--- src/rtl/axis_arb_pkg.sv ---
// axis_arb_pkg: shared FSM state type and round-robin winner search for the packet arbiter.
package axis_arb_pkg;

    typedef enum logic {IDLE, LOCKED} arb_state_t;

    localparam int MAX_INPUTS = 16;

    // Scan from last+1 upward with wrap-around; the lowest offset that is valid wins.
    function automatic logic [3:0] rr_next(input logic [MAX_INPUTS-1:0] valid, input logic [3:0] last, input int n);
        logic [3:0] w;
        logic [3:0] idx;
        w = last;
        for (int k = MAX_INPUTS; k >= 1; k--) begin
            idx = 4'((int'(last) + k) % n);
            if (k <= n && valid[idx]) w = idx;
        end
        return w;
    endfunction

endpackage

--- src/rtl/axis_rr_pick.sv ---
// axis_rr_pick: combinational rotate-and-priority-encode picking the next round-robin winner.
module axis_rr_pick
    import axis_arb_pkg::*;
#(
    parameter int N = 4
) (
    input  logic [N-1:0]         valid_i,
    input  logic [$clog2(N)-1:0] ptr_i,
    output logic [$clog2(N)-1:0] win_o,
    output logic                 any_o
);
    localparam int W = $clog2(N);

    logic [3:0] w;

    assign w     = rr_next(MAX_INPUTS'(valid_i), 4'(ptr_i), N);
    assign win_o = W'(w);
    assign any_o = |valid_i;

endmodule

--- src/rtl/axis_rr_packet_arbiter.sv ---
// axis_rr_packet_arbiter: packet-locked round-robin merge of NUM_INPUTS AXI-Stream inputs into one
// registered output. Define AXIS_ARB_TID_EN to add M_AXIS_TID carrying the source index of each beat.
module axis_rr_packet_arbiter
    import axis_arb_pkg::*;
#(
    parameter int TDATA_WIDTH = 224,
    parameter int NUM_INPUTS  = 4
) (
    input  logic                              CLK,
    input  logic                              RST,
    input  logic [NUM_INPUTS*TDATA_WIDTH-1:0] S_AXIS_TDATA,
    input  logic [NUM_INPUTS-1:0]             S_AXIS_TVALID,
    input  logic [NUM_INPUTS-1:0]             S_AXIS_TLAST,
    output logic [NUM_INPUTS-1:0]             S_AXIS_TREADY,
    output logic [TDATA_WIDTH-1:0]            M_AXIS_TDATA,
    output logic                              M_AXIS_TVALID,
    output logic                              M_AXIS_TLAST,
    input  logic                              M_AXIS_TREADY,
    output logic [$clog2(NUM_INPUTS)-1:0]     GRANT
`ifdef AXIS_ARB_TID_EN
    ,
    output logic [$clog2(NUM_INPUTS)-1:0]     M_AXIS_TID
`endif
);
    localparam int GW = $clog2(NUM_INPUTS);

    arb_state_t             state_q;
    logic [GW-1:0]          grant_q;
    logic [GW-1:0]          win;
    logic                   any_valid;
    logic                   ready;
    logic                   accept;
    logic                   sel_last;
    logic [TDATA_WIDTH-1:0] sel_data;
    logic [TDATA_WIDTH-1:0] tdata_q;
    logic                   tvalid_q;
    logic                   tlast_q;
`ifdef AXIS_ARB_TID_EN
    logic [GW-1:0]          tid_q;
`endif

    axis_rr_pick #(.N(NUM_INPUTS)) u_pick (
        .valid_i (S_AXIS_TVALID),
        .ptr_i   (grant_q),
        .win_o   (win),
        .any_o   (any_valid)
    );

    // The output slice can take a beat whenever it is empty or being drained this cycle.
    assign ready         = state_q == LOCKED && (!tvalid_q || M_AXIS_TREADY);
    assign sel_data      = S_AXIS_TDATA[grant_q*TDATA_WIDTH +: TDATA_WIDTH];
    assign sel_last      = S_AXIS_TLAST[grant_q];
    assign accept        = ready && S_AXIS_TVALID[grant_q];
    assign S_AXIS_TREADY = ready ? (NUM_INPUTS'(1) << grant_q) : '0;
    assign M_AXIS_TDATA  = tdata_q;
    assign M_AXIS_TVALID = tvalid_q;
    assign M_AXIS_TLAST  = tlast_q;
    assign GRANT         = grant_q;
`ifdef AXIS_ARB_TID_EN
    assign M_AXIS_TID    = tid_q;
`endif

    always_ff @(posedge CLK or posedge RST) begin
        if (RST) begin
            state_q  <= IDLE;
            grant_q  <= GW'(NUM_INPUTS - 1);
            tvalid_q <= 1'b0;
            tlast_q  <= 1'b0;
            tdata_q  <= '0;
`ifdef AXIS_ARB_TID_EN
            tid_q    <= '0;
`endif
        end else begin
            if (state_q == IDLE) begin
                if (any_valid) begin
                    grant_q <= win;
                    state_q <= LOCKED;
                end
            end else if (accept && sel_last) begin
                state_q <= IDLE;
            end
            if (accept) begin
                tdata_q  <= sel_data;
                tlast_q  <= sel_last;
                tvalid_q <= 1'b1;
`ifdef AXIS_ARB_TID_EN
                tid_q    <= grant_q;
`endif
            end else if (M_AXIS_TREADY) begin
                tvalid_q <= 1'b0;
            end
        end
    end

endmodule

--- config.mk ---
export PLATFORM = sky130hd
export DESIGN_NAME = axis_rr_packet_arbiter
export DESIGN_NICKNAME = d
export VERILOG_FILES = /design/src/rtl/axis_arb_pkg.sv /design/src/rtl/axis_rr_pick.sv /design/src/rtl/axis_rr_packet_arbiter.sv
export SDC_FILE = /design/constraint.sdc
export NUM_CORES = 1
export LEC_CHECK = 0
export CAP_MARGIN = 10
export CORE_AREA = 10 10 433 435
export CTS_BUF_LIST = sky130_fd_sc_hd__clkbuf_8
export DETAILED_ROUTE_END_ITERATION = 6
export DIE_AREA = 0 0 443 445
export GPL_ROUTABILITY_DRIVEN = 0
export GPL_TIMING_DRIVEN = 0
export SYNTH_ARGS = -nofsm -noshare
export SYNTH_HDL_FRONTEND = slang
export SYNTH_SLANG_ARGS = --single-unit
export TNS_END_PERCENT = 10
--- constraint.sdc ---
create_clock -name CLK -period 8.2 [get_ports CLK]
set_clock_uncertainty 0.15 [all_clocks]
set_input_delay 1.64 -clock CLK [delete_from_list [all_inputs] [get_ports CLK]]
set_output_delay 1.64 -clock CLK [all_outputs]
set_load 0.01 [all_outputs]
### Word-level counts from Yosys, hierarchy flattened

Cells that the tools add are included.

| word-level totals | value |
|---|---|
| register bits after elaboration | 229 |
| input port bits | 907 |
| output and inout bits | 232 |
| logic and storage cells | 57 |

| cells by class | value |
|---|---|
| $add $sub $neg | 4 |
| multipliers | 1 |
| magnitude comparators | 5 |
| shifts and indexed selects | 2 |
| multiplexer cells | 22 |
| bitwise operators | 5 |
| reductions and logical operators | 13 |

Operators with widths:

| cell | number |
|---|---|
| $shiftx 896x11->224 | 1 |
| $lt 4x5->1 const B | 4 |
| $bmux 1 s3 | 4 |
| $mux 1 | 11 |
| $mux 2 | 4 |
| $reduce_or 2->1 | 4 |
| $mul 2x3->5 const B | 1 |
| $add 2x1->2 const B | 2 |
| $add 2x2->2 const B | 2 |
| $and 1x1->1 const A | 4 |
| $bmux 1 s2 | 2 |
| $mux 4 | 1 |
| $reduce_bool 4->1 | 1 |
| $reduce_or 4->1 | 1 |
| $shl 1x2->4 const A | 1 |
| $logic_and 1x1->1 | 3 |
| $lt 2x3->1 const B | 1 |
| $reduce_and 3->1 | 1 |
| $reduce_bool 2->1 | 1 |
| $logic_not 1->1 | 1 |
| $logic_or 1x1->1 | 1 |
| $not 1->1 | 1 |

### Longest topological paths before layout

| logic depth | value |
|---|---|
| word-level depth | 9 |
| gate-level depth with buffers | 9 |
| mapped depth without buffers | 6 |

### Hierarchy

From an unflattened synthesis, not the netlist that was laid out.

| second synthesis, totals | value |
|---|---|
| cells, all modules | 787 |
| area total of the unflattened synthesis | 13,978.4 µm² |

Modules (own cells, without submodules):

| module | times used | cells an instance | area an instance (µm²) | sequential area each (µm²) |
|---|---|---|---|---|
| axis_rr_packet_arbiter | 1 | 773 | 13,895.8 | 5,733.0 |
| axis_rr_pick | 1 | 14 | 82.6 | 0.0 |

### Least setup slack after synthesis

No wires, ideal clock.

| timing | value |
|---|---|
| path type | input port to output port |
| from | input M_AXIS_TREADY |
| to | output S_AXIS_TREADY[0] |
| arrival | 2.032 ns |
| required time | 6.410 ns |
| slack | 4.378 ns |
| stages | 2 |
| buffers on the path | 0 |
| path through | nand2b_1 -> and3_1 |

| between the ends | value |
|---|---|
| word-level cells in the longest chain between the ends | 3 |

Ends and longest elaborated chain:

| item | line | text |
|---|---|---|
| from (decl) | axis_rr_packet_arbiter.sv:18 | `input logic M_AXIS_TREADY,` |
| $logic_or 1x1->1 | axis_rr_packet_arbiter.sv:50 | `assign ready = state_q == LOCKED && (!tvalid_q \|\| M_AXIS_TREADY);` |
| $logic_and 1x1->1 | axis_rr_packet_arbiter.sv:50 |  |
| $mux 4 | axis_rr_packet_arbiter.sv:54 | `assign S_AXIS_TREADY = ready ? (NUM_INPUTS'(1) << grant_q) : '0;` |
| to (decl) | axis_rr_packet_arbiter.sv:14 | `output logic [NUM_INPUTS-1:0] S_AXIS_TREADY,` |

Every way passes these cells.

### Worst setup path after layout

| timing | value |
|---|---|
| from | register grant_q[1], in the netlist GRANT[1] |
| to | output S_AXIS_TREADY[0] |

| between the ends | value |
|---|---|
| word-level cells in the longest chain between the ends | 2 |

Ends and longest elaborated chain:

| item | line | text |
|---|---|---|
| from (decl) | axis_rr_packet_arbiter.sv:28 | `logic [GW-1:0] grant_q;` |
| from (signal assigned) | axis_rr_packet_arbiter.sv:66 | `grant_q <= GW'(NUM_INPUTS - 1);` |
| from (signal assigned) | axis_rr_packet_arbiter.sv:76 | `grant_q <= win;` |
| $shl 1x2->4 | axis_rr_packet_arbiter.sv:54 |  |
| $mux 4 | axis_rr_packet_arbiter.sv:54 |  |

Every way passes these cells.

==> impl_results.md <==
* Syn Area/Cell at approximately 18 µm²
* R2R depth at 9
* Worst reg2reg path startpoint: GRANT[1]$_DFFE_PP1P_
* Inserted Clock Buffers at 52
* Post-synth top area cell: dfrtp_1
* Count of cell types in the netlist at 32
* Share of the synthesized area in the top cell type at 0.402
* CTS resizes at 0
* Number of top-level pins at 1139
* Seq cells post-synth at 229
* Sequential area share after synthesis at 0.406
* Capturing point of the worst reg2reg path: GRANT[0]$_DFFE_PP1P_
* Arr. time, crit path at around 4400 ps
* Root Buffer: clkbuf_8
* Crit Path Max Fanout at 10
* RSZ-0062 raised after global routing: false
* Placed cells at 4292
* Pwr Density at 337 mW/mm²
* Pins over their slew limit at 0
* CP required at around 6400 ps
* Peak Freq at approximately 160 MHz
* Global router's overall resource usage at 0.169
* Initial core utilization at 0.0793
* Via count at ~16000
* Worst Tran Pin Value at between 1000 and 1500 ps
* Vias in the first global route at about 16000
* Post-synthesis net count at 1708
* Post-route ant nets at 0
* Slew headroom at 0.114
* LEAKAGE at 10.5 nW
* Rows at around 160
* Synth area leaders: dfrtp_1, mux4_2, mux2_2, mux2_1, buf_8
* Core ar. at around 0.18 mm²
* Worst-path clk slew at around 60 ps
* TritonCTS clock tree: done
* Fin cells at between 4000 and 5000
* Worst hold margin at between 300 and 400 ps
* Minimum clock period at a little over 6000 ps
* Mapped cell area at 0.0141 mm²
* Final setup viols at 0
* Fill count at ~20000
* Crit Path Category: reg -> out
* Initial antenna violation count at 245
* Max Cap Violations at 0
* GRT overflow at 0
* Clock latency on the worst-skew pair at between 700 and 800 ps
* Chip width at 443 µm
* Sequential cell area at roughly 0.0057 mm²
* Hold path endpoint: M_AXIS_TLAST$_DFFE_PP0P_
* Utilization after layout at 0.167
* Final cycle utilization of the critical path at 0.750
* PortBufs at between 1000 and 1500
* Multi-input gate area at 0.00788 mm²
* Type of origin of the critical path: flip-flop
* Endpoints failing hold at 0
* YS warnings at 0
* Largest net degree at the start of global routing at 89
* Final WL at about 180000 µm
* Via-per-instance ratio at 3.53
* Clk sinks at between 200 and 250
* Hold Path Depth at 1
* Ys async rst share at 1.00
* Die ar. at 0.197 mm²
* Ys flop type: dfrtp_1
* Final HPWL DP at between 150000 and 200000 µm
* Peak VDD IR at between 0.1 and 0.15 mV
* Clk buf depth at 3
* Number of flops mapped to enable cells by yosys at 0
* DR pass1 iterations at 5
* Min-Delay Path Class: reg -> reg
* Outcome: complete, no violations
* Area Overhead vs Synth at 111%
* Global-route wire length before repair at roughly 210000 µm
* Die height at about 450 µm
* Layout cell share with drive strength beyond 1 at 0.240
* Final net count at ~2900
* CP Capture Type: primary output
* Number of setup buffers added after CTS at 0
* Final Power at 0.0100 W
* FF-to-FF setup slack at approximately 4300 ps
* H-tree levels at 2
* Cell count after synthesis at around 800
* Hold-fix buffers, CTS at 0
* Detailed Route Iter0 Violations at 1608
* WL per Instance at approximately 39 µm
* Worst Hold Launch: M_AXIS_TLAST$_DFFE_PP0P_
* Post-route DRC at 0
[sequential cells by signal, indices dropped and copies added, names as in the netlist]
signal         count
M_AXIS_TDATA     224
M_AXIS_TLAST       1
state_q            1
GRANT              2
M_AXIS_TVALID      1
[power breakdown]
part	switching, W	internal (W)
Combinational	0.00310	0.00330
Clock	0.000702	0.000840
Sequential	0.000349	0.00175
Total	0.00416	0.00589
[cells in the mapped netlist, types with 2 or more instances]
| library cell | number |
|---|---|
| o21ai_0 | 3 |
| mux2i_1 | 3 |
| mux2_2 | 125 |
| nor2_1 | 2 |
| nor4_1 | 2 |
| nand3_1 | 2 |
| buf_2 | 26 |
| inv_1 | 5 |
| ha_1 | 4 |
| a211oi_1 | 2 |
| buf_4 | 13 |
| mux2_1 | 100 |
| dfstp_2 | 2 |
| mux4_2 | 226 |
| buf_1 | 2 |
| and3_1 | 4 |
| buf_8 | 10 |
| clkbuf_1 | 25 |
| a21oi_1 | 2 |
| dfrtp_1 | 227 |
[metrics by stage]
stage | setup slack [ps] | TNS, ps | cell area (µm²)
after detailed placement | 2880 | 0 | 28500
final | 2050 | 0 | 29800
after global placement | -5270 | -1167480 | 28500
after global routing | 1870 | 0 | 29700
after CTS | 1960 | 0 | 29600
after floorplan | 137 | 0 | 14100
[worst max path at each step]
stage,start,end,slack (ps),cells past startpoint
floorplan,RST,M_AXIS_TDATA[0]$_DFFE_PP0P_,140,1
CTS,GRANT[1]$_DFFE_PP1P_,S_AXIS_TREADY[0],1960,7
global route,GRANT[1]$_DFFE_PP1P_,S_AXIS_TREADY[0],1870,7
global placement,RST,M_AXIS_TDATA[124]$_DFFE_PP0P_,-5270,2
detailed placement,GRANT[1]$_DFFE_PP1P_,S_AXIS_TREADY[0],2880,7
finish,GRANT[1]$_DFFE_PP1P_,S_AXIS_TREADY[0],2050,7
[cell type report]
type / count / area share
diodes: 71 / 0.00596
plain buffers: 77 / 0.0167
clock buffers: 62 / 0.0286
clock inverters: 26 / 0.00864
inverters: 5 / 0.000881
multi-input cells: 486 / 0.264
flip-flops and latches: 229 / 0.192
well taps: 2355 / 0.0988
repair buffers: 1140 / 0.384
[layer usage]
layer  GRT usage  wire, µm  vias up
met5           0      1090        -
met4      0.0602      6810      160
met3       0.107     26100      437
met2       0.275     82400     1411
met1       0.175     59100     7923
li1            -         -     5795
[logic make-up after synthesis]
logic type,synth area share
multiplexers,0.542
flip-flops,0.406
buffers and inverters,0.0367
AND/OR/NAND/NOR,0.00638
AO/OA/AOI/OAI,0.00593
adder cells (fa/ha/maj),0.00354
[critical path, stage by stage (launching register included)]
cell	delay (ps)
dfstp_2	570
buf_2	360
buf_1	680
clkbuf_1	850
inv_1	170
ha_1	240
and3_1	230
clkdlybuf4s50_1	540
[cells in the final DEF (no fill, tap or decap), types with 2 or more instances in the layout]
cell / count
a211oi_1: 2
a21oi_1: 2
and3_1: 4
buf_1: 2
buf_16: 2
buf_2: 26
buf_4: 13
buf_8: 10
bufinv_16: 5
clkbuf_1: 25
clkbuf_8: 62
clkdlybuf4s50_1: 1138
clkinv_2: 11
dfrtp_1: 227
dfstp_2: 2
diode_2: 71
ha_1: 4
inv_1: 12
inv_8: 3
mux2_1: 100
mux2_2: 125
mux2i_1: 3
mux4_2: 226
nand3_1: 2
nor2_1: 2
nor4_1: 2
o21ai_0: 3
Note: power is estimated with default switching activity, not from simulation.
